<file path="config.mk">
export PLATFORM = sky130hd
export DESIGN_NAME = seq_divider_flat
export DESIGN_NICKNAME = d
export VERILOG_FILES = /design/src/rtl/seq_divider_pkg.sv /design/src/rtl/seq_divider_if.sv /design/src/rtl/seq_divider_div_step.sv /design/src/rtl/seq_divider.sv /design/src/flat_wrapper.sv
export SDC_FILE = /design/constraint.sdc
export NUM_CORES = 1
export LEC_CHECK = 0
export CAP_MARGIN = 20
export CORE_MARGIN = 2
export CORE_UTILIZATION = 58
export CTS_CLUSTER_DIAMETER = 30
export DETAILED_ROUTE_END_ITERATION = 7
export PLACE_DENSITY = 0.83
export SETUP_SLACK_MARGIN = 0.2
export SLEW_MARGIN = 20
export SYNTH_ARGS = -nofsm -noshare
export SYNTH_HDL_FRONTEND = slang
export SYNTH_SLANG_ARGS = --single-unit
export TNS_END_PERCENT = 30
</file>
<file path="constraint.sdc">
create_clock -name clk -period 42.4 [get_ports clk]
set_clock_uncertainty 0.15 [all_clocks]
set_input_delay 12.72 -clock clk [delete_from_list [all_inputs] [get_ports clk]]
set_output_delay 12.72 -clock clk [all_outputs]
set_load 0.03 [all_outputs]
</file>
<file path="src/rtl/seq_divider_pkg.sv">
// Shared types and constants for the sequential restoring divider.
package seq_div_pkg;

    typedef enum logic [1:0] {
        IDLE = 2'd0,
        BUSY = 2'd1,
        DONE = 2'd2
    } div_state_t;

    // Operation codes of the neighbouring ALU; each divider step is an ALU_OP_SUB (a - b).
    localparam logic [2:0] ALU_OP_AND = 3'b000;
    localparam logic [2:0] ALU_OP_OR  = 3'b001;
    localparam logic [2:0] ALU_OP_ADD = 3'b010;
    localparam logic [2:0] ALU_OP_SUB = 3'b110;
    localparam logic [2:0] ALU_OP_SLT = 3'b111;

    localparam int DEFAULT_WIDTH   = 32;
    localparam int CNT_WIDTH       = $clog2(DEFAULT_WIDTH + 1);

    function automatic int cnt_width(input int width);
        return $clog2(width + 1);
    endfunction

endpackage

</file>
<file path="src/rtl/seq_divider_if.sv">
// Command/result handshake bundle of seq_divider.
// SEQ_DIVIDER_SIGNED_EN adds the is_signed command field.
interface seq_divider_if #(parameter int WIDTH = 32);

    logic             in_valid;
    logic             in_ready;
    logic [WIDTH-1:0] dividend;
    logic [WIDTH-1:0] divisor;
`ifdef SEQ_DIVIDER_SIGNED_EN
    logic             is_signed;
`endif
    logic             out_valid;
    logic             out_ready;
    logic [WIDTH-1:0] quotient;
    logic [WIDTH-1:0] remainder;
    logic             div_by_zero;

    modport master (
`ifdef SEQ_DIVIDER_SIGNED_EN
        output is_signed,
`endif
        output in_valid, dividend, divisor, out_ready,
        input  in_ready, out_valid, quotient, remainder, div_by_zero
    );

    modport slave (
`ifdef SEQ_DIVIDER_SIGNED_EN
        input  is_signed,
`endif
        input  in_valid, dividend, divisor, out_ready,
        output in_ready, out_valid, quotient, remainder, div_by_zero
    );

endinterface

</file>
<file path="src/rtl/seq_divider_div_step.sv">
// One combinational restoring-division step: shift, ripple subtract, select.
module div_step #(
    parameter int WIDTH = 32
) (
    input  logic [WIDTH-1:0] rem,
    input  logic [WIDTH-1:0] q,
    input  logic [WIDTH-1:0] divisor,
    output logic [WIDTH-1:0] rem_next,
    output logic [WIDTH-1:0] q_next
);

    logic [WIDTH:0]   shifted;
    logic [WIDTH:0]   sub_b;
    logic [WIDTH-1:0] diff;
    logic             carry;

    always_comb begin
        // NOTE: blocking assignments here: carry is a scratch variable rippled bit by bit within one evaluation.
        shifted = {rem, q[WIDTH-1]};
        sub_b   = ~{1'b0, divisor};
        carry   = 1'b1;
        diff    = '0;
        for (int i = 0; i < WIDTH; i++) begin
            diff[i] = shifted[i] ^ sub_b[i] ^ carry;
            carry   = (shifted[i] & sub_b[i]) | (carry & (shifted[i] ^ sub_b[i]));
        end
        // Carry out of the extra top bit means no borrow: shifted >= divisor.
        carry = (shifted[WIDTH] & sub_b[WIDTH]) | (carry & (shifted[WIDTH] ^ sub_b[WIDTH]));

        if (carry) begin
            rem_next = diff;
            q_next   = {q[WIDTH-2:0], 1'b1};
        end else begin
            rem_next = shifted[WIDTH-1:0];
            q_next   = {q[WIDTH-2:0], 1'b0};
        end
    end

endmodule

</file>
<file path="src/rtl/seq_divider.sv">
// Multi-cycle restoring divider, one quotient bit per clock, valid/ready on both sides.
// Define SEQ_DIVIDER_SIGNED_EN for two's-complement operation selected by is_signed.
module seq_divider
    import seq_div_pkg::*;
#(
    parameter int WIDTH = 32
) (
    input  logic          clk,
    input  logic          rst,
    seq_divider_if.slave  bus
);

    localparam int CW = cnt_width(WIDTH);

    div_state_t       state;
    logic [CW-1:0]    cnt;
    logic [WIDTH-1:0] rem_r, q_r, dvs_r;
    logic [WIDTH-1:0] rem_next, q_next;
    logic [WIDTH-1:0] a_mag, b_mag, q_fix, r_fix;
    logic             in_ready_r, out_valid_r, dbz_r;
    logic [WIDTH-1:0] quotient_r, remainder_r;
    logic             neg_q, neg_r;
    logic             neg_q_in, neg_r_in;

    div_step #(.WIDTH(WIDTH)) u_step (
        .rem      (rem_r),
        .q        (q_r),
        .divisor  (dvs_r),
        .rem_next (rem_next),
        .q_next   (q_next)
    );

`ifdef SEQ_DIVIDER_SIGNED_EN
    logic a_neg, b_neg;
    assign a_neg    = bus.is_signed & bus.dividend[WIDTH-1];
    assign b_neg    = bus.is_signed & bus.divisor[WIDTH-1];
    assign a_mag    = a_neg ? -bus.dividend : bus.dividend;
    assign b_mag    = b_neg ? -bus.divisor  : bus.divisor;
    assign neg_q_in = a_neg ^ b_neg;
    assign neg_r_in = a_neg;
`else
    assign a_mag    = bus.dividend;
    assign b_mag    = bus.divisor;
    assign neg_q_in = 1'b0;
    assign neg_r_in = 1'b0;
`endif

    // Truncation toward zero: quotient sign from both operands, remainder follows the dividend.
    assign q_fix = neg_q ? -q_next   : q_next;
    assign r_fix = neg_r ? -rem_next : rem_next;

    always_ff @(posedge clk or posedge rst) begin
        if (rst) begin
            state       <= IDLE;
            cnt         <= '0;
            rem_r       <= '0;
            q_r         <= '0;
            dvs_r       <= '0;
            neg_q       <= 1'b0;
            neg_r       <= 1'b0;
            in_ready_r  <= 1'b1;
            out_valid_r <= 1'b0;
            quotient_r  <= '0;
            remainder_r <= '0;
            dbz_r       <= 1'b0;
        end else begin
            case (state)
                IDLE: begin
                    if (bus.in_valid) begin
                        in_ready_r <= 1'b0;
                        if (bus.divisor == '0) begin
                            state       <= DONE;
                            out_valid_r <= 1'b1;
                            quotient_r  <= '1;
                            remainder_r <= bus.dividend;
                            dbz_r       <= 1'b1;
                        end else begin
                            state <= BUSY;
                            cnt   <= CW'(WIDTH);
                            rem_r <= '0;
                            q_r   <= a_mag;
                            dvs_r <= b_mag;
                            neg_q <= neg_q_in;
                            neg_r <= neg_r_in;
                        end
                    end
                end
                BUSY: begin
                    rem_r <= rem_next;
                    q_r   <= q_next;
                    cnt   <= cnt - 1'b1;
                    // The last step's result is committed on the same edge that enters DONE.
                    if (cnt == CW'(1)) begin
                        state       <= DONE;
                        out_valid_r <= 1'b1;
                        quotient_r  <= q_fix;
                        remainder_r <= r_fix;
                        dbz_r       <= 1'b0;
                    end
                end
                DONE: begin
                    if (bus.out_ready) begin
                        state       <= IDLE;
                        out_valid_r <= 1'b0;
                        in_ready_r  <= 1'b1;
                    end
                end
                default: state <= IDLE;
            endcase
        end
    end

    assign bus.in_ready    = in_ready_r;
    assign bus.out_valid   = out_valid_r;
    assign bus.quotient    = quotient_r;
    assign bus.remainder   = remainder_r;
    assign bus.div_by_zero = dbz_r;

endmodule

</file>
<file path="src/flat_wrapper.sv">
// flat-port wrapper written by rule: the top's interface ports become plain ports
module seq_divider_flat import seq_div_pkg::*;
#(
    parameter int WIDTH = 32
)
  (clk, rst, bus_in_valid, bus_dividend, bus_divisor, bus_out_ready, bus_in_ready, bus_out_valid, bus_quotient, bus_remainder, bus_div_by_zero);
  seq_divider_if #(.WIDTH(WIDTH)) bus_i ();
  input  logic clk;
  input  logic rst;
  input wire logic [$bits(bus_i.in_valid)-1:0] bus_in_valid;
  input wire logic [$bits(bus_i.dividend)-1:0] bus_dividend;
  input wire logic [$bits(bus_i.divisor)-1:0] bus_divisor;
  input wire logic [$bits(bus_i.out_ready)-1:0] bus_out_ready;
  output wire logic [$bits(bus_i.in_ready)-1:0] bus_in_ready;
  output wire logic [$bits(bus_i.out_valid)-1:0] bus_out_valid;
  output wire logic [$bits(bus_i.quotient)-1:0] bus_quotient;
  output wire logic [$bits(bus_i.remainder)-1:0] bus_remainder;
  output wire logic [$bits(bus_i.div_by_zero)-1:0] bus_div_by_zero;
  assign bus_i.in_valid = bus_in_valid;
  assign bus_i.dividend = bus_dividend;
  assign bus_i.divisor = bus_divisor;
  assign bus_i.out_ready = bus_out_ready;
  assign bus_in_ready = bus_i.in_ready;
  assign bus_out_valid = bus_i.out_valid;
  assign bus_quotient = bus_i.quotient;
  assign bus_remainder = bus_i.remainder;
  assign bus_div_by_zero = bus_i.div_by_zero;
  seq_divider #(.WIDTH(WIDTH)) u_core (.clk(clk), .rst(rst), .bus(bus_i));
endmodule
</file>
Word level (Yosys, flattened, before mapping):

Index checks and enable logic that the tools add are counted.

* bits in registers: 171
* latch bits: 0
* RAM bits: 0
* memory bits (read-only): 0
* bits of input ports: 68
* output and inout port bits: 67
* logic and storage cells: 229
* memories: 0

* add/sub/neg operators: 1
* $mul: 0
* div/mod/pow operators: 0
* magnitude comparators: 0
* eq/ne operators: 8
* shift-type cells: 0
* muxes and demuxes: 34
* bitwise gates (word level): 165
* reductions and logical operators: 11

Operator list (number)
* $mux 32: 11
* $pmux 32 s2: 4
* $and 1x1->1: 65
* $xor 1x1->1: 64
* $not 32->33: 1
* $or 1x1->1: 33
* $logic_not 32->1: 1
* $mux 6: 2
* $pmux 6 s2: 1
* $reduce_and 3->1: 4
* $mux 1: 8
* $mux 2: 4
* $eq 6x1->1 const B: 1
* $ne 2x2->1 const B: 3
* $pmux 2 s3: 1
* $sub 6x1->6 const B: 1
* $reduce_and 5->1: 1
* $ne 2x1->1 const B: 2
* $pmux 1 s2: 2
* $reduce_and 4->1: 1
* $reduce_bool 2->1: 2
* $pmux 1 s3: 1
* $reduce_bool 3->1: 1
* $eq 2x1->1 const B: 1
* other kinds (3): 4

Depth between registers and ports, before layout:

* depth after elaboration: 70
* mapped depth: 42
* depth with buffers taken out: 40

Cells and area by module:

From an unflattened synthesis, not the netlist that was laid out.

* cell total of the unflattened synthesis: 848
* area, all modules: 9061.2 µm²

Modules (own cells, without submodules)
* seq_divider: instances 1, cells each 676, area an instance 7543.5 µm², sequential area each 4280.4 µm²
* div_step: instances 1, cells each 172, area an instance 1517.7 µm², sequential area each 0.0 µm²

Worst setup path after synthesis:

No wires, ideal clock.

* kind: register to register
* from: register u_core.dvs_r[0]
* to: register u_core.remainder_r[17] (netlist: u_core.bus.remainder[17])
* setup time: 0.079 ns
* arrival time: 15.153 ns
* data required time: 42.171 ns
* setup slack: 27.018 ns
* cell stages (with the launch flop): 42
* buffers on the path: 2
* period minus slack after synthesis: 15.382 ns
* cell sequence: dfrtp_1 ha_1 fa_1 fa_1 fa_1 fa_1 fa_1 fa_1 fa_1 fa_1 fa_1 fa_1 fa_1 fa_1 fa_1 fa_1 fa_1 fa_1 [... 6 more ...] fa_1 fa_1 fa_1 fa_1 fa_1 fa_1 inv_1 fa_1 fa_1 inv_1 fa_1 nand2b_1 clkbuf_1 clkbuf_1 nor2_1 a211oi_1 a21oi_1 mux2i_1

* word-level cells in the longest chain between the ends: 70
* elaborated cells between the ends (all ways): 72
* those cells by class: mux (3); bitwise (69)

RTL lines
* start: declaration: RTL line seq_divider.sv:17 `logic [WIDTH-1:0] rem_r, q_r, dvs_r;`
* start signal: assignment: RTL line seq_divider.sv:82 `dvs_r <= b_mag;`
* $not 32->33 *: RTL line seq_divider_div_step.sv:20 `sub_b = ~{1'b0, divisor};`
* $and 1x1->1 or $xor 1x1->1 (tied branches): RTL line seq_divider_div_step.sv:25, seq_divider_div_step.sv:24
* $or 1x1->1 *: RTL line seq_divider_div_step.sv:25 `carry = (shifted[i] & sub_b[i]) | (carry & (shifted[i] ^ sub_b[i]));`
* $and 1x1->1 *: RTL line seq_divider_div_step.sv:25
* $or 1x1->1 *: RTL line seq_divider_div_step.sv:25
* $and 1x1->1 *: RTL line seq_divider_div_step.sv:25
* $or 1x1->1 *: RTL line seq_divider_div_step.sv:25
* $and 1x1->1 *: RTL line seq_divider_div_step.sv:25
* [... 54 more ...]
* $or 1x1->1: RTL line seq_divider_div_step.sv:25
* $and 1x1->1: RTL line seq_divider_div_step.sv:25
* $or 1x1->1: RTL line seq_divider_div_step.sv:25
* $and 1x1->1: RTL line seq_divider_div_step.sv:28 `carry = (shifted[WIDTH] & sub_b[WIDTH]) | (carry & (shifted[WIDTH] ^ sub_b[WIDTH]));`
* $or 1x1->1: RTL line seq_divider_div_step.sv:28
* $mux 32 *: RTL line seq_divider_div_step.sv:30 `if (carry) begin`
* $mux 32 *: RTL line seq_divider.sv:93 `if (cnt == CW'(1)) begin`
* $pmux 32 s2 *: RTL line seq_divider.sv:67 `case (state)`
* end signal: assignment: RTL line seq_divider.sv:75 `remainder_r <= bus.dividend;`
* end signal: assignment: RTL line seq_divider.sv:97 `remainder_r <= r_fix;`
* end: declaration: RTL line seq_divider.sv:21 `logic [WIDTH-1:0] quotient_r, remainder_r;`

Mark *: on every way between the ends. The rest lies on a longest branch, timed or not. The select of a mux whose other input is x is not followed.
A chain may end at the register's enable or synchronous reset.

Worst setup path after layout:

* from: register u_core.q_r[31]
* to: register u_core.remainder_r[27] (netlist: u_core.bus.remainder[27])

* word-level cells in the longest chain between the ends: 69
* elaborated cells between the ends (all ways): 71
* those cells by class: mux (3); bitwise (68)

RTL lines
* start: declaration: RTL line seq_divider.sv:17
* start signal: assignment: RTL line seq_divider.sv:81 `q_r <= a_mag;`
* start signal: assignment: RTL line seq_divider.sv:90 `q_r <= q_next;`
* $and 1x1->1 or $xor 1x1->1 (tied branches): RTL line seq_divider_div_step.sv:25, seq_divider_div_step.sv:24
* $or 1x1->1 *: RTL line seq_divider_div_step.sv:25
* $and 1x1->1 *: RTL line seq_divider_div_step.sv:25
* $or 1x1->1 *: RTL line seq_divider_div_step.sv:25
* $and 1x1->1 *: RTL line seq_divider_div_step.sv:25
* $or 1x1->1 *: RTL line seq_divider_div_step.sv:25
* $and 1x1->1 *: RTL line seq_divider_div_step.sv:25
* $or 1x1->1 *: RTL line seq_divider_div_step.sv:25
* [... 53 more ...]
* $or 1x1->1: RTL line seq_divider_div_step.sv:25
* $and 1x1->1: RTL line seq_divider_div_step.sv:25
* $or 1x1->1: RTL line seq_divider_div_step.sv:25
* $and 1x1->1: RTL line seq_divider_div_step.sv:28
* $or 1x1->1: RTL line seq_divider_div_step.sv:28
* $mux 32 *: RTL line seq_divider_div_step.sv:30
* $mux 32 *: RTL line seq_divider.sv:93
* $pmux 32 s2 *: RTL line seq_divider.sv:67

Marks and branches as above.

==> out/qor.json <==
{
  "worst_hold_path": {
    "min_delay_path_depth": 1,
    "timing.hold.worst.class": "register to register"
  },
  "synthesis": {
    "simple_gate_share_of_the_synthesized_area_pct": 4.83,
    "synth-async-reset-ratio_pct": 100,
    "post_synth_instance_area_um2": 8520,
    "synth-edff-count": 0,
    "yosys-top-cells-count": "sky130_fd_sc_hd__dfrtp_1 (170), sky130_fd_sc_hd__inv_1 (103), sky130_fd_sc_hd__mux2_2 (70), sky130_fd_sc_hd__nor2_1 (70), sky130_fd_sc_hd__mux2i_1 (67)",
    "postSynth.topFlopCell": "sky130_fd_sc_hd__dfrtp_1",
    "synthDominantAreaCellType": "sky130_fd_sc_hd__dfrtp_1",
    "xor_and_xnor_fraction_of_the_mapped_netlist_area_pct": 0.103,
    "synthMuxAreaShare_pct": 21.5,
    "syn-num-nets": 823,
    "synth_top_family_by_area": "multiplexers",
    "yosys-top-cells-area": "sky130_fd_sc_hd__dfrtp_1 (50%), sky130_fd_sc_hd__mux2_2 (9.2%), sky130_fd_sc_hd__mux2i_1 (7.9%)",
    "netlist_instances": 721,
    "yosysSeqAreaShare_pct": 50.2,
    "synth_cell_type_count": 35,
    "post-synth-top-count-cell": "sky130_fd_sc_hd__dfrtp_1",
    "count_of_state_elements_after_synthesis": 171,
    "syn_avg_cell_area_um2": 11.8,
    "post-synth-top-area-fraction_pct": 49.9,
    "synth_compound_area_share_pct": 8.72,
    "synth_adder_area_share_pct": 7.72,
    "yosys_warnings": 0
  },
  "detailed_routing": {
    "drt_drc_violations_left": 0,
    "num_vias": 5848,
    "antenna_violating_nets_post_route": 0,
    "detail_route.vias_per_cell": 5.64,
    "drtPass1Iterations": 5,
    "wl_mm": 19.1,
    "avgRoutedWirePerCell_um": 18.4,
    "dr.first_iter.drc_count": 471
  },
  "clocking": {
    "clk_latency_ps": 430,
    "clock_tree.buffer_depth": 2,
    "ctsRootBufferMaster": "sky130_fd_sc_hd__clkbuf_16",
    "post_cts_resized": 0,
    "htreeDepth": 4,
    "clock-sinks": 171,
    "cts_hold_repair.buffers": 0,
    "clock_tree_from_tritoncts": "yes",
    "numCtsBuffers": 17,
    "clk_transition_reported_paths_ps": 60,
    "postCtsSetupRepairBufs": 0
  },
  "grt": {
    "first_global_vias": 6223,
    "antenna_found_initial": 0,
    "gr-max-usage-layer": "met2",
    "grt_pass1_wl_mm": 31.3,
    "global_route.usage.met1_pct": 33.8,
    "globalRouteOverflowTotal": 0,
    "use_met2_pct": 40.9,
    "grt_start_max_net_pins": 116,
    "grt_usage_pct": 25.2,
    "grt_use_met3_pct": 6.97
  },
  "critical_path": {
    "sort_of_element_at_the_start_of_the_critical_path": "register",
    "worstRegToRegCells": 40,
    "cp_slowest_cell": "sky130_fd_sc_hd__fa_1",
    "cp_common_cell": "sky130_fd_sc_hd__fa_1",
    "maximum_fanout_along_the_worst_path": 61,
    "worst_setup_path_end_kind": "register",
    "critical_path_class": "register to register",
    "cp_num_cells": 40,
    "cp_peak_stage_delay_ps": 490,
    "critPathRequiredTime_ps": 42590,
    "worst-endpoint-arrival_ps": 16370,
    "critical_path.n_buffers_inverters": 3,
    "path_delay_family": "adder cells"
  },
  "place": {
    "io_buffers": 134,
    "detailed_place_hpwl_mm": 12.8,
    "gpl.final_weighted_congestion": 0.876
  },
  "finish": {
    "finish.net_count": 942,
    "footprint_of_the_multi_input_gates_um2": 3700,
    "number_of_inserted_filler_cells_in_the_final_layout": 957,
    "share_of_final_layout_standard_cells_stronger_than_drive_strength_1_pct": 16.3,
    "area_growth_pct": 24.3,
    "ff_latch_area_um2": 4280,
    "num_antenna_cells": 0
  },
  "power": {
    "cellLeakagePower_uw": 0.00543,
    "vdd_ir_drop_max_uv": 51.3,
    "p_per_area_nw_per_um2": 97.9,
    "design_power_total_uw": 1040
  },
  "timing": {
    "finalSetupTns_ps": 0,
    "timing.final.crit_share_pct": 38.2,
    "finalMaxSlewViolations": 0,
    "rsz0062_at_grt": "no",
    "timing.final.setup_violations": 0,
    "hold_viol_final": 0,
    "worst-slew-pin-transition_ps": 1070,
    "final.min_clock_period_ps": 16180,
    "maxSlewHeadroom_pct": 28.9,
    "maxClockFrequency_mhz": 61.8
  },
  "flow_run": {
    "max-cap-violations": 0
  },
  "outcome": {
    "status": "finished clean"
  },
  "floorplanning": {
    "fp.dieH_um": 125,
    "boundaryPins": 135,
    "die_w_um": 125,
    "effective_utilization_at_floorplan_pct": 59.1,
    "placeableCoreArea_um2": 14400,
    "core.rowCount": 44,
    "die_area_um2": 15700
  }
}
-- state kept, by name (all words and copies together), names as in the netlist --
name	cells
u_core.rem_r	32
u_core.bus.remainder	32
u_core.dvs_r	32
u_core.state	2
u_core.bus.in_ready	1
u_core.bus.div_by_zero	1
u_core.bus.out_valid	1
u_core.cnt	6
u_core.bus.quotient	32
u_core.q_r	32
-- logic make-up after synthesis --
logic type,after synthesis
simple gates,98
xor+xnor,1
compound gates,113
fa+ha+maj,34
mux,162
buf+inv,142
flops,171
-- metal layers --
metal / up-vias / share of wire [%]
met5: - / 0
met3: 27 / 5.3
met1: 3009 / 43
met4: 0 / 1.5
met2: 170 / 50
li1: 2642 / -
-- placed cells by master, fill, tap and decap left out, types with 3 or more instances in the layout --
cell and n:
sky130_fd_sc_hd__dfrtp_1 169, sky130_fd_sc_hd__fa_1 31, sky130_fd_sc_hd__clkdlybuf4s50_1 134, sky130_fd_sc_hd__ha_1 3, sky130_fd_sc_hd__clkbuf_16 17, sky130_fd_sc_hd__a21oi_1 39
sky130_fd_sc_hd__a21o_1 31, sky130_fd_sc_hd__nor2_1 70, sky130_fd_sc_hd__nor3_1 3, sky130_fd_sc_hd__mux2i_1 67, sky130_fd_sc_hd__mux2_2 70, sky130_fd_sc_hd__clkinv_2 4
sky130_fd_sc_hd__inv_1 102, sky130_fd_sc_hd__bufinv_16 3, sky130_fd_sc_hd__nor4_1 8, sky130_fd_sc_hd__clkinvlp_4 5, sky130_fd_sc_hd__nand2_1 8, sky130_fd_sc_hd__mux2_4 25
sky130_fd_sc_hd__buf_4 4, sky130_fd_sc_hd__a211oi_1 30
-- where the power goes --
| part | internal, uW | total [uW] | switching [uW] |
|---|---|---|---|
| combinational | 273 | 566 | 293 |
| clock | 93.7 | 158 | 63.9 |
| sequential | 248 | 314 | 66.3 |
| total | 614 | 1040 | 423 |
-- per-stage QoR --
step                std cells  cell area (um^2)  setup WS, ps  utilization, %  hold slack, ps
detailed placement       1004              9970         25900            69.1             342
CTS                      1036             10600         25800            73.2             356
global placement         1004              9970         26180            69.1             336
global route             1037             10600         25500            73.5             373
floorplan                 721              8520         24900               -             314
finish                   1037             10600         26220            73.5             355
-- layout make-up --
type                       instances  area share [%]
clock buffer                      20            4.21
clock inverter                    12            1.39
inverter                         103            3.72
multi-input combinational        408            34.9
sequential                       171            40.4
tap                              184            2.17
timing repair buffer             139            13.2
-- path summary, 6_finish.rpt --
check	slack (ps)	startpoint	end
max in group asynchronous	28060	rst	u_core.state[0]
hold reg to reg	360	u_core.dvs_r[30]	u_core.dvs_r[30]
setup reg to reg	26220	u_core.q_r[31]	u_core.bus.remainder[27]
min in group asynchronous	12670	rst	u_core.bus.quotient[7]
hold / removal	360	u_core.dvs_r[30]	u_core.dvs_r[30]
setup / recovery	26220	u_core.q_r[31]	u_core.bus.remainder[27]
No activity file was read; power rests on OpenSTA's default activity.
